## src/rtl/fifo_occ_pkg.sv

```systemverilog
// Shared types and default parameters for the FIFO occupancy tracker.
package fifo_occ_pkg;

    typedef enum logic {
        OCC_IDLE = 1'b0,
        OCC_OPEN = 1'b1
    } occ_state_t;

    localparam int unsigned OCC_DEPTH_DEF         = 64;
    localparam int unsigned OCC_STEP_BITS_DEF     = 3;
    localparam int unsigned OCC_AEMPTY_THRESH_DEF = 8;

endpackage

```

## src/rtl/occ_sat_addsub.sv

```systemverilog
// Combinational base + add - sub, clamped to [0, DEPTH], with saturation strobes.
module occ_sat_addsub #(
    parameter int unsigned DEPTH     = 64,
    parameter int unsigned CNT_BITS  = 7,
    parameter int unsigned STEP_BITS = 3
) (
    input  logic [CNT_BITS-1:0]  base,
    input  logic [STEP_BITS-1:0] add,
    input  logic [STEP_BITS-1:0] sub,
    output logic [CNT_BITS-1:0]  result_c,
    output logic                 ovf_c,
    output logic                 unf_c
);
    localparam int unsigned NW = CNT_BITS + 2;

    logic signed [NW-1:0] net;

    always_comb begin
        net      = signed'(NW'(base)) + signed'(NW'(add)) - signed'(NW'(sub));
        result_c = net[CNT_BITS-1:0];
        ovf_c    = 1'b0;
        unf_c    = 1'b0;
        if (net[NW-1]) begin
            result_c = '0;
            unf_c    = 1'b1;
        end else if (net > signed'(NW'(DEPTH))) begin
            result_c = CNT_BITS'(DEPTH);
            ovf_c    = 1'b1;
        end
    end

endmodule

```

## src/rtl/fifo_occupancy_tracker.sv

```systemverilog
// Packet FIFO occupancy tracker with saturation, sticky errors and checkpoint rollback.
// Optional watermark flags enabled by defining FIFO_OCC_WATERMARK_EN.
module fifo_occupancy_tracker
    import fifo_occ_pkg::*;
#(
    parameter int unsigned DEPTH         = OCC_DEPTH_DEF,
    parameter int unsigned STEP_BITS     = OCC_STEP_BITS_DEF,
    parameter int unsigned AFULL_THRESH  = DEPTH - 8,
    parameter int unsigned AEMPTY_THRESH = OCC_AEMPTY_THRESH_DEF
) (
    input  logic                         clk,
    input  logic                         n_rst,
    input  logic                         clear,
    input  logic [STEP_BITS-1:0]         up_amt,
    input  logic [STEP_BITS-1:0]         down_amt,
    input  logic                         mark,
    input  logic                         commit,
    input  logic                         rollback,
    output logic [$clog2(DEPTH+1)-1:0]   count,
    output logic [$clog2(DEPTH+1)-1:0]   free_space,
    output logic                         full,
    output logic                         empty,
    output logic                         almost_full,
    output logic                         almost_empty,
    output logic                         pkt_open,
    output logic                         overflow_err,
    output logic                         underflow_err
);
    localparam int unsigned CNT_BITS = $clog2(DEPTH + 1);

    if (AFULL_THRESH > DEPTH || AEMPTY_THRESH > DEPTH) begin : g_bad_thresh
        $error("fifo_occupancy_tracker: watermark threshold exceeds DEPTH");
    end

    occ_state_t          state_q, state_d;
    logic [CNT_BITS-1:0] count_q, count_d;
    logic [CNT_BITS-1:0] ckpt_q, ckpt_d;
    logic [CNT_BITS-1:0] free_q, free_d;
    logic                full_q, full_d;
    logic                empty_q, empty_d;
    logic                ovf_q, ovf_d;
    logic                unf_q, unf_d;

    logic                 rb_eff;
    logic [CNT_BITS-1:0]  cnt_base, cnt_res, ckpt_base, ckpt_res;
    logic [STEP_BITS-1:0] cnt_add;
    logic                 cnt_ovf, cnt_unf;
    logic                 ckpt_ovf_unused, ckpt_unf_unused;

    // Rollback restarts from the checkpoint and discards this cycle's writes.
    assign rb_eff    = rollback && (state_q == OCC_OPEN);
    assign cnt_base  = rb_eff ? ckpt_q : count_q;
    assign cnt_add   = rb_eff ? '0 : up_amt;
    assign ckpt_base = mark ? count_q : ckpt_q;

    occ_sat_addsub #(.DEPTH(DEPTH), .CNT_BITS(CNT_BITS), .STEP_BITS(STEP_BITS)) u_cnt (
        .base     (cnt_base),
        .add      (cnt_add),
        .sub      (down_amt),
        .result_c (cnt_res),
        .ovf_c    (cnt_ovf),
        .unf_c    (cnt_unf)
    );

    occ_sat_addsub #(.DEPTH(DEPTH), .CNT_BITS(CNT_BITS), .STEP_BITS(STEP_BITS)) u_ckpt (
        .base     (ckpt_base),
        .add      ('0),
        .sub      (down_amt),
        .result_c (ckpt_res),
        .ovf_c    (ckpt_ovf_unused),
        .unf_c    (ckpt_unf_unused)
    );

    always_comb begin
        state_d = state_q;
        count_d = cnt_res;
        ckpt_d  = ckpt_q;
        ovf_d   = ovf_q;
        unf_d   = unf_q;
        if (clear) begin
            state_d = OCC_IDLE;
            count_d = '0;
            ckpt_d  = '0;
            ovf_d   = 1'b0;
            unf_d   = 1'b0;
        end else if (rb_eff) begin
            state_d = OCC_IDLE;
        end else begin
            ovf_d = ovf_q | cnt_ovf;
            unf_d = unf_q | cnt_unf;
            if (mark) begin
                state_d = OCC_OPEN;
                ckpt_d  = ckpt_res;
            end else if (commit && (state_q == OCC_OPEN)) begin
                state_d = OCC_IDLE;
            end else if (state_q == OCC_OPEN) begin
                ckpt_d = ckpt_res;
            end
        end
        free_d  = CNT_BITS'(DEPTH) - count_d;
        full_d  = (count_d == CNT_BITS'(DEPTH));
        empty_d = (count_d == '0);
    end

    always_ff @(posedge clk) begin
        if (!n_rst) begin
            state_q <= OCC_IDLE;
            count_q <= '0;
            ckpt_q  <= '0;
            free_q  <= CNT_BITS'(DEPTH);
            full_q  <= 1'b0;
            empty_q <= 1'b1;
            ovf_q   <= 1'b0;
            unf_q   <= 1'b0;
        end else begin
            state_q <= state_d;
            count_q <= count_d;
            ckpt_q  <= ckpt_d;
            free_q  <= free_d;
            full_q  <= full_d;
            empty_q <= empty_d;
            ovf_q   <= ovf_d;
            unf_q   <= unf_d;
        end
    end

`ifdef FIFO_OCC_WATERMARK_EN
    logic afull_q, afull_d;
    logic aempty_q, aempty_d;

    always_comb begin
        afull_d  = (count_d >= CNT_BITS'(AFULL_THRESH));
        aempty_d = (count_d <= CNT_BITS'(AEMPTY_THRESH));
    end

    always_ff @(posedge clk) begin
        if (!n_rst) begin
            afull_q  <= 1'b0;
            aempty_q <= 1'b1;
        end else begin
            afull_q  <= afull_d;
            aempty_q <= aempty_d;
        end
    end

    assign almost_full  = afull_q;
    assign almost_empty = aempty_q;
`else
    assign almost_full  = 1'b0;
    assign almost_empty = 1'b0;
`endif

    assign count         = count_q;
    assign free_space    = free_q;
    assign full          = full_q;
    assign empty         = empty_q;
    assign pkt_open      = (state_q == OCC_OPEN);
    assign overflow_err  = ovf_q;
    assign underflow_err = unf_q;

endmodule

```

## config.mk

```make
export PLATFORM = sky130hd
export DESIGN_NAME = fifo_occupancy_tracker
export DESIGN_NICKNAME = d
export VERILOG_FILES = /design/src/rtl/fifo_occ_pkg.sv /design/src/rtl/occ_sat_addsub.sv /design/src/rtl/fifo_occupancy_tracker.sv
export SDC_FILE = /design/constraint.sdc
export NUM_CORES = 1
export LEC_CHECK = 0
export ABC_AREA = 1
export BUFFER_PORTS_ARGS = -buffer_cell sky130_fd_sc_hd__buf_2
export CAP_MARGIN = 15
export CORE_MARGIN = 2
export CORE_UTILIZATION = 60
export CTS_CLUSTER_SIZE = 20
export DETAILED_ROUTE_END_ITERATION = 16
export GPL_TIMING_DRIVEN = 1
export PLACE_DENSITY = 0.92
export SETUP_SLACK_MARGIN = 0.2
export SYNTH_ARGS = -nofsm -noshare
export SYNTH_HDL_FRONTEND = slang
export SYNTH_SLANG_ARGS = --single-unit
export TNS_END_PERCENT = 50
```

## constraint.sdc

```tcl
create_clock -name clk -period 6.1 [get_ports clk]
set_input_delay 0.61 -clock clk [delete_from_list [all_inputs] [get_ports clk]]
set_output_delay 0.61 -clock clk [all_outputs]
set_load 0.01 [all_outputs]
```

==> results of run 1 <==
-- stage by stage --
step	setup slack [ns]	power [mW]
6_report	1.92	0.742
5_1_grt	1.47	0.817
4_1_cts	1.92	0.744
3_5_place_dp	1.71	0.662
3_3_place_gp	1.89	0.652
2_1_floorplan	2.17	0.565
-- worst max-delay path, cell delays in order, from the launching register on --
cell and delay [ns]:
dfxtp_1 0.53, nand2_2 0.24, o21ai_0 0.23, ha_1 0.20, inv_1 0.07, fa_1 0.40
xnor2_1 0.15, ha_1 0.33, a21o_1 0.19, nor2_1 0.19, nand3b_1 0.17, nand2_2 0.07
nor2_2 0.10, nand2_1 0.08, nor2_2 0.12, nand3b_1 0.09, nand2_2 0.15, nand2_1 0.08
inv_2 0.08, nand2_1 0.06, ha_1 0.25, nand3_4 0.12, nor2_2 0.05, nor2_2 0.09
nand2_1 0.06
-- registers in the layout, indices dropped and copies added (netlist names) --
| register | count |
|---|---|
| free_space | 6 |
| overflow_err | 1 |
| underflow_err | 1 |
| full | 1 |
| ckpt_q | 7 |
| empty | 1 |
| pkt_open | 1 |
| count | 7 |
-- power groups by stage --
| stage | clock network, mW | logic [mW] | registers (mW) |
|---|---|---|---|
| global route | 0.0911 | 0.508 | 0.217 |
| finish | 0.0795 | 0.448 | 0.214 |
| global placement | 0 | 0.435 | 0.217 |
| floorplan | 0 | 0.335 | 0.230 |
| CTS | 0.0808 | 0.449 | 0.214 |
| detailed placement | 0 | 0.445 | 0.218 |
-- worst min path at each step --
| stage | start | to | slack, ns | depth (start not counted) |
|---|---|---|---|---|
| 2_1_floorplan | ckpt_q[0]$_SDFFE_PP0P_ | ckpt_q[0]$_SDFFE_PP0P_ | 0.45 | 2 |
| 3_3_place_gp | overflow_err$_SDFFE_PP0N_ | overflow_err$_SDFFE_PP0N_ | 0.44 | 1 |
| 3_5_place_dp | underflow_err$_SDFFE_PP0N_ | underflow_err$_SDFFE_PP0N_ | 0.45 | 1 |
| 4_1_cts | ckpt_q[1]$_SDFFE_PP0P_ | ckpt_q[1]$_SDFFE_PP0P_ | 0.48 | 2 |
| 5_1_grt | ckpt_q[1]$_SDFFE_PP0P_ | ckpt_q[1]$_SDFFE_PP0P_ | 0.51 | 2 |
| 6_report | ckpt_q[2]$_SDFFE_PP0P_ | ckpt_q[2]$_SDFFE_PP0P_ | 0.48 | 2 |
-- cell type report --
| class | count | area (µm²) | share of cell area |
|---|---|---|---|
| clock buffer | 3 | 22.5 | 0.0106 |
| timing repair buffer | 30 | 150 | 0.0707 |
| multi-input combinational | 214 | 1200 | 0.565 |
| sequential | 25 | 500 | 0.236 |
| inverter | 50 | 188 | 0.0883 |
| clock inverter | 1 | 8.76 | 0.00412 |
| tap | 44 | 55.1 | 0.0259 |
-- per-layer routing --
metal  share of wire  vias to the layer above  global-route usage
met2            0.46                       63               0.442
met3           0.064                       16              0.0277
met1            0.45                      793               0.364
met4           0.026                        0              0.0901
li1                -                      976                   -
met5               0                        -                   0
-- synthesized netlist by cell type --
library cell | n | share of area
dfxtp_1 | 25 | 0.26
nor4_1 | 1 | 0.0033
a31oi_1 | 2 | 0.0065
nor2_1 | 28 | 0.055
xnor2_1 | 3 | 0.014
a21oi_1 | 15 | 0.039
xor2_1 | 1 | 0.0046
fa_1 | 3 | 0.031
o21bai_1 | 1 | 0.0039
o21a_1 | 2 | 0.0078
or2_2 | 1 | 0.0033
o21ai_0 | 12 | 0.031
nand2_4 | 3 | 0.018
nand2_1 | 71 | 0.14
nor2_2 | 8 | 0.026
a31o_2 | 1 | 0.0046
ha_1 | 10 | 0.065
nand3_1 | 17 | 0.044
nor2_4 | 1 | 0.0059
nand3b_1 | 3 | 0.012
buf_4 | 3 | 0.012
o21ai_2 | 2 | 0.0091
a21o_1 | 1 | 0.0039
nand4_1 | 4 | 0.013
nand2_2 | 14 | 0.046
conb_1 | 1 | 0.0020
nor3_1 | 5 | 0.013
nand3_4 | 2 | 0.018
buf_6 | 1 | 0.0059
clkbuf_1 | 1 | 0.0020
inv_1 | 46 | 0.090
a21oi_2 | 1 | 0.0046
inv_2 | 4 | 0.0078
-- cell families after synthesis --
family,count (synthesis)
adder cells (fa/ha/maj),13
flip-flops,25
AO/OA/AOI/OAI,37
other,1
buffers and inverters,55
XOR/XNOR,4
AND/OR/NAND/NOR,158
==> qor.yml, run 1 <==
finish:
  layout_common_cells: "nand2_1 (71), inv_1 (46), buf_2 (30)"
  design_area_um2: 2120
  antenna_cells: 0
  mostFrequentLayoutCell: "nand2_1"
  layout.nets: 349
  final_core_util: 0.696
  syn2layout_area_growth_pct: 10.5
  n_fill_cell: 283
  layout-drive-gt1-share: 0.220
  layoutNonFillerInstCount: 367
floorplan:
  start_util: 0.630
  die_area_um2: 3670
  fp.coreArea_um2: 3050
  die_w_um: 60.6
  rows: 20
  ios: 33
  fp.dieH_um: 60.6
placement:
  port_buffers: 30
  placed_cells_incl_taps: 363
  dpl_cell_area_um2: 2090
  dp_hpwl_mm: 3.57
  place.gp.congestion: 0.991
critical_path:
  worstPathArrival_ns: 4.43
  reg2reg_depth: 24
  worstSetupEndpoint: "free_space[6]$_SDFF_PN1_"
  endpoint_kind: "flop"
  worstSetupPathType: "reg2reg"
  crit_start: "pkt_open$_SDFFE_PP0P_"
  cp.required_ns: 6.34
  worstReg2RegStart: "pkt_open$_SDFFE_PP0P_"
  crit_path_start_kind: "flop"
  cp_max_fo: 15
  rrSetupSlack_ns: 1.92
  rr_endpoint: "free_space[6]$_SDFF_PN1_"
global_route:
  overflow: 0
  grt_pass1_vias: 1715
  grt_pass1_wl_mm: 7.34
  track_usage: 0.267
  grt_start_max_net_pins: 17
  antenna_found_initial: 0
power:
  p_int_uw: 385
  p_seq_frac: 0.289
  p_comb_frac: 0.604
  powerDensity_nw_per_um2: 349
  switching_power_uw: 357
  clock_power_share: 0.107
  peakVddDrop_v: 0.000298
  switching_share: 0.481
  p_leak_nw: 1.11
drt:
  first_iter_violations: 159
  wl_mm: 4.29
  vias_per_cell: 5.04
  vias: 1848
  ant_nets: 0
  dr.pass1.iters: 4
  drc_errors: 0
  wl_per_cell_um: 11.7
clock_network:
  clock_sinks: 25
  cts_tree: "done"
  cts_resized: 0
  clk_pin_slew_ns: 0.15
  hold_buffers: 0
  cts-root-buf: "clkbuf_4"
  cts_buffer_depth: 2
  cts_inserted_buffers: 3
  htree_levels: 1
  post_cts_buffers: 0
  clk_latency_ns: 0.33
synth:
  synthAdderAreaFrac: 0.0964
  ys_seq_area_frac: 0.260
  synth_area_um2: 1920
  synth_warnings: 0
  ys_ff_latch: 25
  ys_types: 33
  synth-simple-area-share: 0.395
  synth_top_family_by_area: "simple AND/OR/NAND/NOR gates"
  avgSynthCellArea_um2: 6.56
  synth-compound-area-share: 0.111
  synthMuxAreaShare: 0
  synth-xor-area-share: 0.0182
  synthCells: 293
timing:
  rsz0062_at_grt: "no"
  fin_setup_tns_ns: 0
  min_period_ns: 4.18
  drv_slew: 0
  fmax_ghz: 0.239
  clock_skew_ns: 0.0115
  hold_viol: 0
  holdWs_ns: 0.483
  setup_viol: 0
  min_period_over_period: 0.686
worst_hold_path:
  worstHoldPathType: "reg2reg"
outcome:
  status: "completed"
run:
  max_cap_violations: 0
Power figures use the tool's default switching activity.
==> run 2: changes to the inputs <==
Settings changed: ABC_AREA 1 to 0, CORE_UTILIZATION 60 to 56, PLACE_DENSITY 0.92 to 0.87.
Clock period 6.1 ns to 4.1 ns, I/O delays scaled along.
==> run 2 against run 1 <==
Compared with the run above:
- the run now ends with setup timing left
- worst setup slack got worse by 2.0 ns
- critical path depth shrank 6
- non-clock buffer count rose by 23
- via count fell by 1.8%
- power increased by 12%
- global-route usage down 1.5 points
- fmax decreased by 0.62%
- sequential share of layout area fell by 2.6 points
- critical path type unchanged
- critical endpoint unchanged
- largest power group unchanged
==> qor.yml, run 2 <==
drt:
  vias_per_cell: 5.67  # was 5.04
  vias: 1815  # was 1848
  dr.pass1.iters: 4  # unchanged
  first_iter_violations: 112  # was 159
  wl_mm: 4.64  # was 4.29 mm
  ant_nets: 0  # unchanged
  wl_per_cell_um: 14.5  # was 11.7 µm
  drc_errors: 0  # unchanged
synth:
  synth-async-reset-ratio: 0  # unchanged
  synth_edf_count: 0  # unchanged
  synthCells: 224  # was 293
  ys_ff_latch: 25  # unchanged
  synth_area_um2: 1930  # was 1920 µm²
  avgSynthCellArea_um2: 8.62  # was 6.56 µm²
  ys_types: 56  # was 33
  synth_most_common_cell: "dfxtp_1"  # was nand2_1
  synthTopCellsByArea: "dfxtp_1 (26%), ha_1 (6.5%), mux2i_1 (4.7%)"  # was dfxtp_1 (26%), nand2_1 (14%), inv_1 (9.0%)
  ys_top_cells_by_count: "dfxtp_1 (25), nor2_1 (22), inv_1 (16), nand2_1 (15), a21oi_1 (12)"  # was nand2_1 (71), inv_1 (46), nor2_1 (28), dfxtp_1 (25), nand3_1 (17)
  yosys.area.top_type: "dfxtp_1"  # unchanged
  synth_flop_cell: "dfxtp_1"  # unchanged
  synth_warnings: 0  # unchanged
  yosysTopAreaCellShare: 0.259  # was 0.260
  ys_seq_area_frac: 0.259  # was 0.260
global_route:
  grt_pass1_vias: 1811  # was 1715
  grt_pass1_wl_mm: 8.11  # was 7.34 mm
  overflow: 0  # unchanged
  antenna_found_initial: 0  # unchanged
  track_usage: 0.252  # was 0.267
  grt_start_max_net_pins: 16  # was 17
placement:
  place.gp.congestion: 0.870  # was 0.991
  placed_cells_incl_taps: 314  # was 363
  dp_hpwl_mm: 3.77  # was 3.57 mm
  port_buffers: 30  # unchanged
finish:
  layout-drive-gt1-share: 0.328  # was 0.220
  ff_latch_area_um2: 504  # was 500 µm²
  multi_input_area_um2: 1430  # was 1200 µm²
  final_core_util: 0.726  # was 0.696
  layout_common_cells: "buf_2 (30), dfxtp_1 (24), nor2_1 (22), buf_4 (22)"  # was nand2_1 (71), inv_1 (46), buf_2 (30)
  antenna_cells: 0  # unchanged
  layoutNonFillerInstCount: 320  # was 367
  syn2layout_area_growth_pct: 24.6  # was 10.5%
  layout.nets: 300  # was 349
  mostFrequentLayoutCell: "buf_2"  # was nand2_1
  n_fill_cell: 263  # was 283
timing:
  setup_viol: 2  # was 0
  clock_skew_ns: 0.0137  # was 0.0115 ns
  min_period_over_period: 1.03  # was 0.686
  fmax_ghz: 0.238  # was 0.239 GHz
  rsz0062_at_grt: "yes"  # was no
  fin_setup_tns_ns: -0.181  # was 0 ns
  hold_viol: 0  # unchanged
  min_period_ns: 4.21  # was 4.18 ns
  fin_ws_ns: -0.109  # was 1.92 ns
  drv_slew: 0  # unchanged
  worstMarginPinSlew_ns: 0.573
  maxSlewHeadroom: 0.618
power:
  clock_power_share: 0.138  # was 0.107
  switching_power_uw: 325  # was 357 µW
  p_leak_nw: 1.11  # about the same
  p_int_uw: 503  # was 385 µW
  switching_share: 0.393  # was 0.481
  p_comb_frac: 0.526  # was 0.604
  peakVddDrop_v: 0.000238  # was 0.000298 V
  powerDensity_nw_per_um2: 345  # was 349 nW/µm²
  p_seq_frac: 0.336  # was 0.289
clock_network:
  clock_sinks: 25  # unchanged
  hold_buffers: 0  # unchanged
  clk_pin_slew_ns: 0.15  # about the same
  cts_tree: "done"  # unchanged
  clk_latency_ns: 0.33  # about the same
  htree_levels: 1  # unchanged
  cts-root-buf: "clkbuf_4"  # unchanged
  cts_inserted_buffers: 3  # unchanged
  cts_buffer_depth: 2  # unchanged
floorplan:
  rows: 21  # was 20
  ios: 33  # unchanged
  fp.dieH_um: 62.7  # was 60.6 µm
  die_area_um2: 3930  # was 3670 µm²
  fp.coreArea_um2: 3310  # was 3050 µm²
  start_util: 0.583  # was 0.630
  die_w_um: 62.7  # was 60.6 µm
critical_path:
  cp_max_fo: 5  # was 15
  endpoint_kind: "flop"  # unchanged
  cp.required_ns: 4.37  # was 6.34 ns
  worstPathArrival_ns: 4.48  # was 4.43 ns
  crit_path_start_kind: "flop"  # unchanged
  reg2reg_depth: 18  # was 24
  worstSetupPathType: "reg2reg"  # unchanged
outcome:
  status: "finished, violations left"  # was completed
  violations: "setup timing"
worst_hold_path:
  hold_depth: 3  # was 2
  worstHoldPathType: "in2reg"  # was reg2reg
run:
  max_cap_violations: 0  # unchanged
[run 2: changes by cell type in the layout (fill, tap and decap cells not counted), sizes merged, moves of 6 or more]
cell	previous run	this run
a211oi	0	6
and2	0	9
buf	30	53
inv	51	17
mux2	0	6
mux2i	0	10
nand2	88	16
nand3	19	5
nor2	37	22
[run 2: area by class of cell]
class / instances / share of cell area
clock inverters: 1 / 0.00260
inverters: 16 / 0.0260
flip-flops and latches: 25 / 0.210
repair buffers: 53 / 0.136
multi-input cells: 176 / 0.593
clock buffers: 3 / 0.00937
well taps: 46 / 0.0239
[run 2: stage by stage]
| stage | power [mW] | area (µm²) | setup slack, ns | hold slack, ns |
|---|---|---|---|---|
| 2_1_floorplan | 0.550 | 2030 | -0.276 | 0.439 |
| 3_3_place_gp | 0.678 | 2340 | -0.197 | 0.452 |
| 3_5_place_dp | 0.692 | 2340 | -0.355 | 0.463 |
| 4_1_cts | 0.809 | 2370 | -0.104 | 0.367 |
| 5_1_grt | 0.884 | 2400 | -0.250 | 0.367 |
| 6_report | 0.828 | 2400 | -0.109 | 0.387 |
[run 2: cells by family after synthesis]
kind of cell	count (synthesis)	share of synthesized area
xor gates and xnor gates	15	0.0849
buffers and inverters	24	0.0525
and+or+nand+nor	77	0.210
other	1	0.00194
AOI/OAI and AO/OA	53	0.207
muxes	16	0.0888
DFF	25	0.259
adders and majority gates	13	0.0959
[run 2: what timing repair did]
item	in CTS	in global routing
setup endpoints to repair	3	6
setup buffers	0	2
pin swaps	5	2
resized for setup	2	6
hold endpoints to repair	0	0
[run 2: power groups by stage]
stage	Combinational, mW	Clock (mW)	Sequential [mW]
2_1_floorplan	0.257	0	0.293
3_3_place_gp	0.396	0	0.282
3_5_place_dp	0.408	0	0.284
4_1_cts	0.415	0.116	0.278
5_1_grt	0.473	0.129	0.282
6_report	0.436	0.114	0.278
[run 2: worst max-delay path: stages (launching register included)]
cell       delay, ns
dfxtp_4         0.40
nand2_8         0.06
mux2_4          0.31
ha_4            0.18
inv_4           0.05
fa_2            0.45
fa_2            0.40
nor2b_4         0.15
nor3_2          0.06
mux2_4          0.29
a2111oi_4       0.31
o21ai_2         0.10
and4_4          0.19
o211ai_1        0.21
or2_1           0.15
ha_2            0.18
inv_2           0.04
or4bb_1         0.49
o211ai_1        0.17
[run 2: final timing paths]
path,from,end,slack (ns)
worst max-delay path,pkt_open$_SDFFE_PP0P_,free_space[6]$_SDFF_PN1_,-0.11
worst max register to register,pkt_open$_SDFFE_PP0P_,free_space[6]$_SDFF_PN1_,-0.11
worst min-delay path,n_rst,free_space[4]$_SDFF_PN0_,0.39
worst min register to register,overflow_err$_SDFFE_PP0N_,overflow_err$_SDFFE_PP0N_,0.47
[run 2: per-layer routing]
metal	up-vias	track usage	routed length (µm)
met1	881	0.337	2120
li1	886	-	-
met2	40	0.434	2280
met3	8	0.0180	164
met5	-	0	0
met4	0	0.0750	75
